===== src/rtl/chip_dac_pkg.sv =====
// Shared frame geometry and decoder state type for the chip DAC programming interface.
package chip_dac_pkg;

    localparam int unsigned ADDR_W     = 3;
    localparam int unsigned LVL_W      = 8;
    localparam int unsigned NUM_DAC    = 2 ** ADDR_W;
    localparam int unsigned FRAME_BITS = 1 + ADDR_W + LVL_W;

    typedef enum logic [1:0] {
        StIdle,
        StAddr,
        StLevel
    } state_e;

endpackage


===== src/rtl/chip_sig_sync.sv =====
// Synchronises chip_rst / chip_clk / chip_data_in into the clk domain and flags chip_clk falls.
module chip_sig_sync
    import chip_dac_pkg::*;
#(
    parameter int unsigned SYNC_STAGES = 2
) (
    input  logic clk,
    input  logic rst,
    input  logic chip_rst,
    input  logic chip_clk,
    input  logic chip_data_in,
    output logic rst_sync,
    output logic data_sync,
    output logic clk_fall
);

    logic [SYNC_STAGES-1:0] rst_q;
    logic [SYNC_STAGES-1:0] clk_q;
    logic [SYNC_STAGES-1:0] dat_q;
    logic                   clk_prev_q;

    // chip_clk chain and its edge flop reset low so leaving rst never fakes a fall.
    always_ff @(posedge clk) begin
        if (rst) begin
            rst_q      <= '0;
            clk_q      <= '0;
            dat_q      <= '1;
            clk_prev_q <= 1'b0;
        end else begin
            rst_q      <= {rst_q[SYNC_STAGES-2:0], chip_rst};
            clk_q      <= {clk_q[SYNC_STAGES-2:0], chip_clk};
            dat_q      <= {dat_q[SYNC_STAGES-2:0], chip_data_in};
            clk_prev_q <= clk_q[SYNC_STAGES-1];
        end
    end

    assign rst_sync  = rst_q[SYNC_STAGES-1];
    assign data_sync = dat_q[SYNC_STAGES-1];
    assign clk_fall  = clk_prev_q & ~clk_q[SYNC_STAGES-1];

endmodule


===== src/rtl/chip_serial_decoder.sv =====
// Receive-side decoder for the chip DAC serial link: start bit, LSB-first address and level,
// updating an 8-entry DAC register image and reporting completed and aborted frames.
module chip_serial_decoder
    import chip_dac_pkg::*;
#(
    parameter int unsigned SYNC_STAGES = 2,
    parameter int unsigned NUM_DAC     = chip_dac_pkg::NUM_DAC,
    parameter int unsigned ADDR_W      = chip_dac_pkg::ADDR_W,
    parameter int unsigned LVL_W       = chip_dac_pkg::LVL_W,
    parameter int unsigned CNT_W       = 16
) (
    input  logic                     clk,
    input  logic                     rst,
    input  logic                     chip_rst,
    input  logic                     chip_clk,
    input  logic                     chip_data_in,
    output logic [NUM_DAC*LVL_W-1:0] dac_regs,
    output logic                     frame_valid,
    output logic [ADDR_W-1:0]        frame_addr,
    output logic [LVL_W-1:0]         frame_level,
    output logic [CNT_W-1:0]         frame_count,
    output logic                     frame_abort
);

    localparam int unsigned AIdxW   = $clog2(ADDR_W);
    localparam int unsigned LIdxW   = $clog2(LVL_W);
    localparam int unsigned CntBits = (LIdxW > AIdxW) ? LIdxW : AIdxW;

    logic rst_sync;
    logic data_sync;
    logic clk_fall;

    chip_sig_sync #(
        .SYNC_STAGES (SYNC_STAGES)
    ) u_sync (
        .clk          (clk),
        .rst          (rst),
        .chip_rst     (chip_rst),
        .chip_clk     (chip_clk),
        .chip_data_in (chip_data_in),
        .rst_sync     (rst_sync),
        .data_sync    (data_sync),
        .clk_fall     (clk_fall)
    );

    state_e                            state_q;
    logic [CntBits-1:0]                cnt_q;
    logic [ADDR_W-1:0]                 addr_q;
    logic [LVL_W-1:0]                  level_q;
    logic [LVL_W-1:0]                  level_full;
    logic [NUM_DAC-1:0][LVL_W-1:0]     dac_q;

    // Level including the bit being sampled now, so the final bit commits in the same cycle.
    always_comb begin
        level_full                       = level_q;
        level_full[cnt_q[LIdxW-1:0]]     = data_sync;
    end

    always_ff @(posedge clk) begin
        if (rst) begin
            state_q     <= StIdle;
            cnt_q       <= '0;
            addr_q      <= '0;
            level_q     <= '0;
            dac_q       <= '0;
            frame_valid <= 1'b0;
            frame_abort <= 1'b0;
            frame_addr  <= '0;
            frame_level <= '0;
            frame_count <= '0;
        end else begin
            frame_valid <= 1'b0;
            frame_abort <= 1'b0;
            if (!rst_sync) begin
                // Chip reset beats any coincident fall; frame stats are kept for the host.
                dac_q   <= '0;
                state_q <= StIdle;
                cnt_q   <= '0;
                if (state_q != StIdle) frame_abort <= 1'b1;
            end else if (clk_fall) begin
                unique case (state_q)
                    StIdle: begin
                        if (!data_sync) begin
                            state_q <= StAddr;
                            cnt_q   <= '0;
                        end
                    end
                    StAddr: begin
                        addr_q[cnt_q[AIdxW-1:0]] <= data_sync;
                        if (cnt_q == CntBits'(ADDR_W - 1)) begin
                            state_q <= StLevel;
                            cnt_q   <= '0;
                        end else begin
                            cnt_q <= cnt_q + 1'b1;
                        end
                    end
                    StLevel: begin
                        level_q <= level_full;
                        if (cnt_q == CntBits'(LVL_W - 1)) begin
                            dac_q[addr_q] <= level_full;
                            frame_addr    <= addr_q;
                            frame_level   <= level_full;
                            frame_valid   <= 1'b1;
                            if (frame_count != {CNT_W{1'b1}}) frame_count <= frame_count + 1'b1;
                            state_q       <= StIdle;
                            cnt_q         <= '0;
                        end else begin
                            cnt_q <= cnt_q + 1'b1;
                        end
                    end
                    default: begin
                        state_q <= StIdle;
                        cnt_q   <= '0;
                    end
                endcase
            end
        end
    end

    assign dac_regs = dac_q;

endmodule


===== config.mk =====
export PLATFORM = sky130hd
export DESIGN_NAME = chip_serial_decoder
export DESIGN_NICKNAME = d
export VERILOG_FILES = /design/src/rtl/chip_dac_pkg.sv /design/src/rtl/chip_sig_sync.sv /design/src/rtl/chip_serial_decoder.sv
export SDC_FILE = /design/constraint.sdc
export NUM_CORES = 1
export LEC_CHECK = 0
export CAP_MARGIN = 20
export CORE_ASPECT_RATIO = 1.2
export CORE_MARGIN = 10
export CORE_UTILIZATION = 54
export CTS_CLUSTER_SIZE = 24
export DETAILED_ROUTE_END_ITERATION = 6
export PLACE_DENSITY = 0.84
export SETUP_SLACK_MARGIN = 0.2
export SLEW_MARGIN = 25
export SYNTH_ARGS = -nofsm -noshare
export SYNTH_HDL_FRONTEND = slang
export SYNTH_SLANG_ARGS = --single-unit

===== constraint.sdc =====
create_clock -name clk -period 3.5 [get_ports clk]
set_clock_uncertainty 0.05 [all_clocks]
set_input_delay 0.7 -clock clk [delete_from_list [all_inputs] [get_ports clk]]
set_output_delay 0.7 -clock clk [all_outputs]
set_load 0.01 [all_outputs]

Word-level counts from Yosys, hierarchy flattened
Cells that the tools add are included.
- add/sub/neg operators: 2
- magnitude comparators: 6
- eq/ne operators: 8
- mux-type cells: 19
- bitwise logic cells: 5
- reduce and logical (&&, ||, !) cells: 15
- operator list (kind ; number):
    64-bit bitwise mux ; 1
    8-bit demux with 3-bit select ; 1
    16-bit by 1-bit adder with 16-bit output (second input constant) ; 1
    16-bit inequality test (second input constant) ; 1
    3-bit 2-to-1 mux ; 3
    3-bit one-hot mux with 3 select lines ; 1
    3-bit AND reduction ; 3
    8-bit bitwise mux ; 1
    3-bit by 4-bit less-than comparator with 1-bit output (second input constant) ; 2
    8-bit 2-to-1 mux ; 1
    4-bit AND reduction ; 2
    3-bit by 1-bit >= comparator with 1-bit output (second input constant) ; 2
    2-bit 2-to-1 mux ; 3
    2-bit inequality test (second input constant) ; 3
    2-bit one-hot mux with 3 select lines ; 1
    5-bit AND reduction ; 1
    1-bit 2-to-1 mux ; 4
    1-bit NOT ; 4
    2-bit OR reduction ; 2
    4-bit OR reduction ; 1
    3-bit by 1-bit adder with 3-bit output (second input constant) ; 1
    3-bit bitwise mux ; 1
    1-bit demux with 3-bit select ; 1
    3-bit by 2-bit == test with 1-bit output (second input constant) ; 1
    11 further kinds ; 13
- bits in registers: 116
- input port bits: 5
- output and inout port bits: 93
- word-level logic and storage cells: 76

Longest topological paths before layout
- depth in word-level cells: 6
- depth in mapped cells: 9
- gate-level depth less buffers: 6

Cells and area by module
A second synthesis with hierarchy kept.
- cell total of the unflattened synthesis: 484
- area total of the unflattened synthesis: 4484.3 sq um
- modules (own cells, without submodules) (module ; instances ; cells each ; area an instance (sq um) ; sequential area each (sq um)):
    chip_serial_decoder ; 1 ; 469 ; 4294.1 ; 2182.1
    chip_sig_sync ; 1 ; 15 ; 190.2 ; 140.1

Least setup slack after synthesis
No wires, ideal clock.
- path type: flip-flop to flip-flop
- start point: reg cnt_q[1]
- end point: reg frame_count[13]
- setup time: 0.070 ns
- data arrival time: 2.291 ns
- required time: 3.380 ns
- setup slack: 1.088 ns
- cell stages (with the launch flop): 8
- path buffers: 1
- clock period less this slack: 2.412 ns
- cell sequence: dfxtp_1 > ha_1 > ha_1 > nand4b_4 > or4_1 > clkbuf_2 > or4_1 > a21oi_1
- longest elaborated chain between the ends: 2
- RTL lines (what ; line ; source):
    start, declared ; chip_serial_decoder.sv:47 ; logic [CntBits-1:0] cnt_q;
    start signal, assigned ; chip_serial_decoder.sv:94 ; cnt_q <= cnt_q + 1'b1;
    start signal, assigned ; chip_serial_decoder.sv:108 ; cnt_q <= cnt_q + 1'b1;
    3-bit == test ; chip_serial_decoder.sv:99 ; if (cnt_q == CntBits'(LVL_W - 1)) begin
    5-bit AND reduction (no source line) ; -- ;
    end signal, assigned ; chip_serial_decoder.sv:104 ; if (frame_count != {CNT_W{1'b1}}) frame_count <= frame_count + 1'b1;
    end, declared ; chip_serial_decoder.sv:21 ; output logic [CNT_W-1:0] frame_count,
No other way between the ends.
A chain may end at the register's enable or synchronous reset.

Final worst setup path
Ends and elaborated chain as after synthesis.

==> impl.org <==
** Setup path
- The critical path is of the flip-flop to flip-flop type.
- Arrival time at the worst endpoint :: 3130 ps
- STA classifies the critical path startpoint as a flip-flop.
- At the worst endpoint, the required time is 3890 ps.
- STA classifies the critical path endpoint as a flip-flop.
- Critical-path maximum fanout :: 9

** Global route
- Leftover overflow at the end of global routing :: 0
- First-pass GRT wire length :: 20,800 microns
- Maximum number of pins on one net before global-route repair :: 71
- The via count of the first global-routing pass is 3,997.
- Initial antenna violation count :: 0
- Total routing resource utilization after global routing :: 20.1%

** Timing
- For the finished layout, the period the worst path requires is 2740 ps.
- The final-report hold violation count is 0.
- Setup violations remaining at the end of the flow were counted as 0.
- Final critical-path setup slack :: 759 ps
- Unrepaired setup endpoints after global routing :: no
- Fmax :: 365 MHz
- Hold is met by 359 ps.
- Adding up every negative setup slack in the final design gives 0 ps.
- Ratio of final minimum period to clock period :: 78.3%
- Slew at the pin closest to its max-slew limit :: 1060 ps
- The number of pins exceeding their max-slew limit in the final report is 0.
- Headroom to the max-slew limit came out at 27.4%.

** Placement
- Half-perimeter wire length after placement :: 8310 microns
- Total cell area at the placement stage :: 5680 sq um
- The count of buffers added on input and output ports is 97.
- The congestion estimate from routability-driven global placement came to 0.859.
- Post-Place Cells :: 683
- Pre-CTS WS :: 842 ps

** Die
- Site Rows :: 36
- Core box area :: 8200 sq um
- I/O pin cnt :: 98
- The floorplan step defined a die boundary enclosing 12,500 sq um.
- Once the floorplan was initialized, standard cells occupied 55.7% of the core.
- Die Span X :: 104 microns
- Vertical die dimension :: 121 microns

** Synth
- Of the total synthesized cell area, the portion taken by XOR and XNOR cells is 0%.
- Of the synthesized area, sequential elements account for 50.9%.
- Synthesized-area fraction occupied by and/or/nand/nor cells :: 20.1%
- Synthesis produced a netlist with a net count of 509.
- Most common flop cell mapped by yosys :: dfxtp_1
- Combinational family with the most area after synthesis :: simple AND/OR/NAND/NOR gates
- EDFF count, synth :: 0
- After synthesis, the share of cell area in mux cells is 3.15%.
- Summing the areas of all compound-gate instances in the mapped netlist gives 18.9% of the synthesized area.
- Post-Syn Instances :: 492
- The number of different library cells used by synthesis comes to 36.
- The cell area that synthesis handed to floorplanning was 4560 sq um.
- Asr flop ratio synth :: 0%
- Share of synthesized cell area in full adder, half adder and majority cells :: 3.29%
- Mean post-synth cell area :: 9.28 sq um
- Yosys warns :: 0
- In this run, synthesis produced a sequential element count of 116.

** Detailed routing
- Once detail routing completed, the nets flagged for antenna violations numbered 0.
- Per-cell routed wire length :: 18.0 microns
- Dividing the detail-routed via count by the number of cells gives 5.70.
- Drt drc :: 0
- Number of detailed-route iterations in the first pass :: 5
- DRC marker count from the first detailed-route iteration :: 225
- Summed over all layers, the routed wires come to 12,900 microns.
- Routed via count :: 4,075

** Cells and area
- Cells fill 77.5% of the core in the end.
- Count of placed standard cells in the final layout, fillers left out :: 715
- Antenna diodes :: 0
- After the last flow step, the layout net total stands at 605.
- Sequential standard cell area :: 2320 sq um
- Combined area of the multi-input logic cells :: 2110 sq um
- The finished cells cover 6350 sq um.
- In the final layout, the share of cells above drive strength 1 is 10.3%.
- Growth of design area from synthesis to finish :: 39.2%
- Counting the fill cells in the layout gives 552.

** Clock network
- Total clock buffers created by CTS :: 17
- Clock Pin Slew Worst Setup and Hold Paths :: 60 ps
- Gates resized during post-CTS repair numbered 0.
- Clock latency on the worst-skew pair, taken at its later pin, is 510 ps.
- Post-CTS setup repair buffer count :: 0
- No sink is reached through more buffers than the 2 on the longest clock path.
- Clock root buffer :: clkbuf_8
- Number of hold buffers added after CTS :: 0
- Clock H-tree levels :: 4
- TritonCTS built the clock tree.
- Counting every sink on the clock net gives 116.

** Min path
- The min-delay analysis places its worst path in the category flip-flop to flip-flop.

** Power and ir drop
- Power consumption :: 3.29 mW
- Pwr dens :: 518 nW/um^2
- The analysis attributes to cell leakage a power of 2.08 nW.
- The worst-case IR drop observed on VDD is 391 uV.

** Outcome
- Outcome :: finished, final reports clean

** Run
- Max-cap violations in this run came to 0.
## layout by cell type (no fill, tap or decap), drive strengths merged
cell,netlist,layout
dfxtp,116,116
clkdlybuf4s50,0,97
nor2,85,85
a211oi,83,83
nand2,23,23
a21oi,21,21
clkbuf,33,18
nand3,15,15
buf,2,15
ha,12,12
inv,9,12
mux2i,11,11
nor3,10,10
o31ai,9,9
or4,9,9
nor2b,8,8
bufinv,0,6
nand2b,6,6
nand4,5,5
nor4,5,5
clkinv,0,4
mux2,3,3
or2,3,3
and4b,3,3
or3,3,3
and3,3,3
a41oi,2,2
and2,2,2
nor4b,2,2
nand4b,2,2
o21a,1,1
a2111oi,1,1
a22o,1,1
a21o,1,1
and4,1,1
a311o,1,1
o21ai,1,1
clkinvlp,0,1
## cells in the mapped netlist (3+ instances only)
cell type | n | area [sq um]
a211oi_1 | 83 | 623
a21oi_1 | 21 | 105
and3_1 | 3 | 18.8
and4b_1 | 3 | 30.0
clkbuf_1 | 32 | 120
dfxtp_1 | 116 | 2320
ha_1 | 12 | 150
inv_1 | 9 | 33.8
mux2_2 | 3 | 33.8
mux2i_1 | 11 | 110
nand2_1 | 23 | 86.3
nand2b_1 | 6 | 37.5
nand3_1 | 15 | 75.1
nand4_1 | 5 | 31.3
nor2_1 | 85 | 319
nor2b_1 | 8 | 50.1
nor3_1 | 10 | 50.1
nor4_1 | 5 | 31.3
o31ai_1 | 9 | 67.6
or2_2 | 3 | 18.8
or3_1 | 3 | 18.8
or4_1 | 9 | 67.6
## kinds of logic (layout without fill, tap and decap cells)
logic type	Yosys count	in the layout
flip-flops	116	116
buffers and inverters	44	153
AND/OR/NAND/NOR	185	185
AO/OA/AOI/OAI	121	121
adder cells (fa/ha/maj)	12	12
multiplexers	14	14
## flip-flops by register name, indices dropped and copies added (netlist names)
| name | flops |
|---|---|
| u_sync.clk_q | 2 |
| frame_abort | 1 |
| frame_level | 8 |
| frame_addr | 3 |
| frame_count | 16 |
| level_q | 8 |
| frame_valid | 1 |
| u_sync.clk_prev_q | 1 |
| u_sync.rst_q | 2 |
| dac_regs | 64 |
| addr_q | 3 |
| state_q | 2 |
| cnt_q | 3 |
| u_sync.dat_q | 2 |
## worst paths after layout
check | start | to | slack, ps | cells past startpoint
setup / recovery | cnt_q[1] | frame_count[13] | 760 | 6
hold reg to reg | u_sync.dat_q[0] | u_sync.dat_q[1] | 360 | 1
hold / removal | u_sync.dat_q[0] | u_sync.dat_q[1] | 360 | 1
setup reg to reg | cnt_q[1] | frame_count[13] | 760 | 6
## where the power goes
part | total, mW | internal [mW] | switching (mW) | leakage [nW]
Sequential | 1.33 | 1.32 | 0.00457 | 0.935
Combinational | 0.0297 | 0.0107 | 0.0190 | 0.821
Clock | 1.94 | 1.31 | 0.625 | 0.321
Total | 3.29 | 2.65 | 0.649 | 2.08
## critical path, stage by stage (launching register included)
cell	delay, ps
dfxtp_1	510
ha_1	240
ha_1	210
nand4b_4	220
or4_1	720
or4_1	560
a21oi_1	160
## final cells by class
class | count | share of cell area [%]
timing repair buffer | 112 | 17.1
inverter | 9 | 0.532
clock buffer | 18 | 6.58
sequential | 116 | 36.5
multi-input combinational | 332 | 33.1
clock inverter | 14 | 3.92
tap | 114 | 2.24
## layer usage
metal | track usage, % | wire (microns) | vias to the layer above
met5 | 0 | 0 | -
met4 | 7.75 | 157 | 0
met3 | 8.87 | 1340 | 20
met2 | 32.7 | 6220 | 156
met1 | 23.0 | 5150 | 1917
li1 | - | - | 1982
Note: power is estimated with default switching activity, not from simulation.
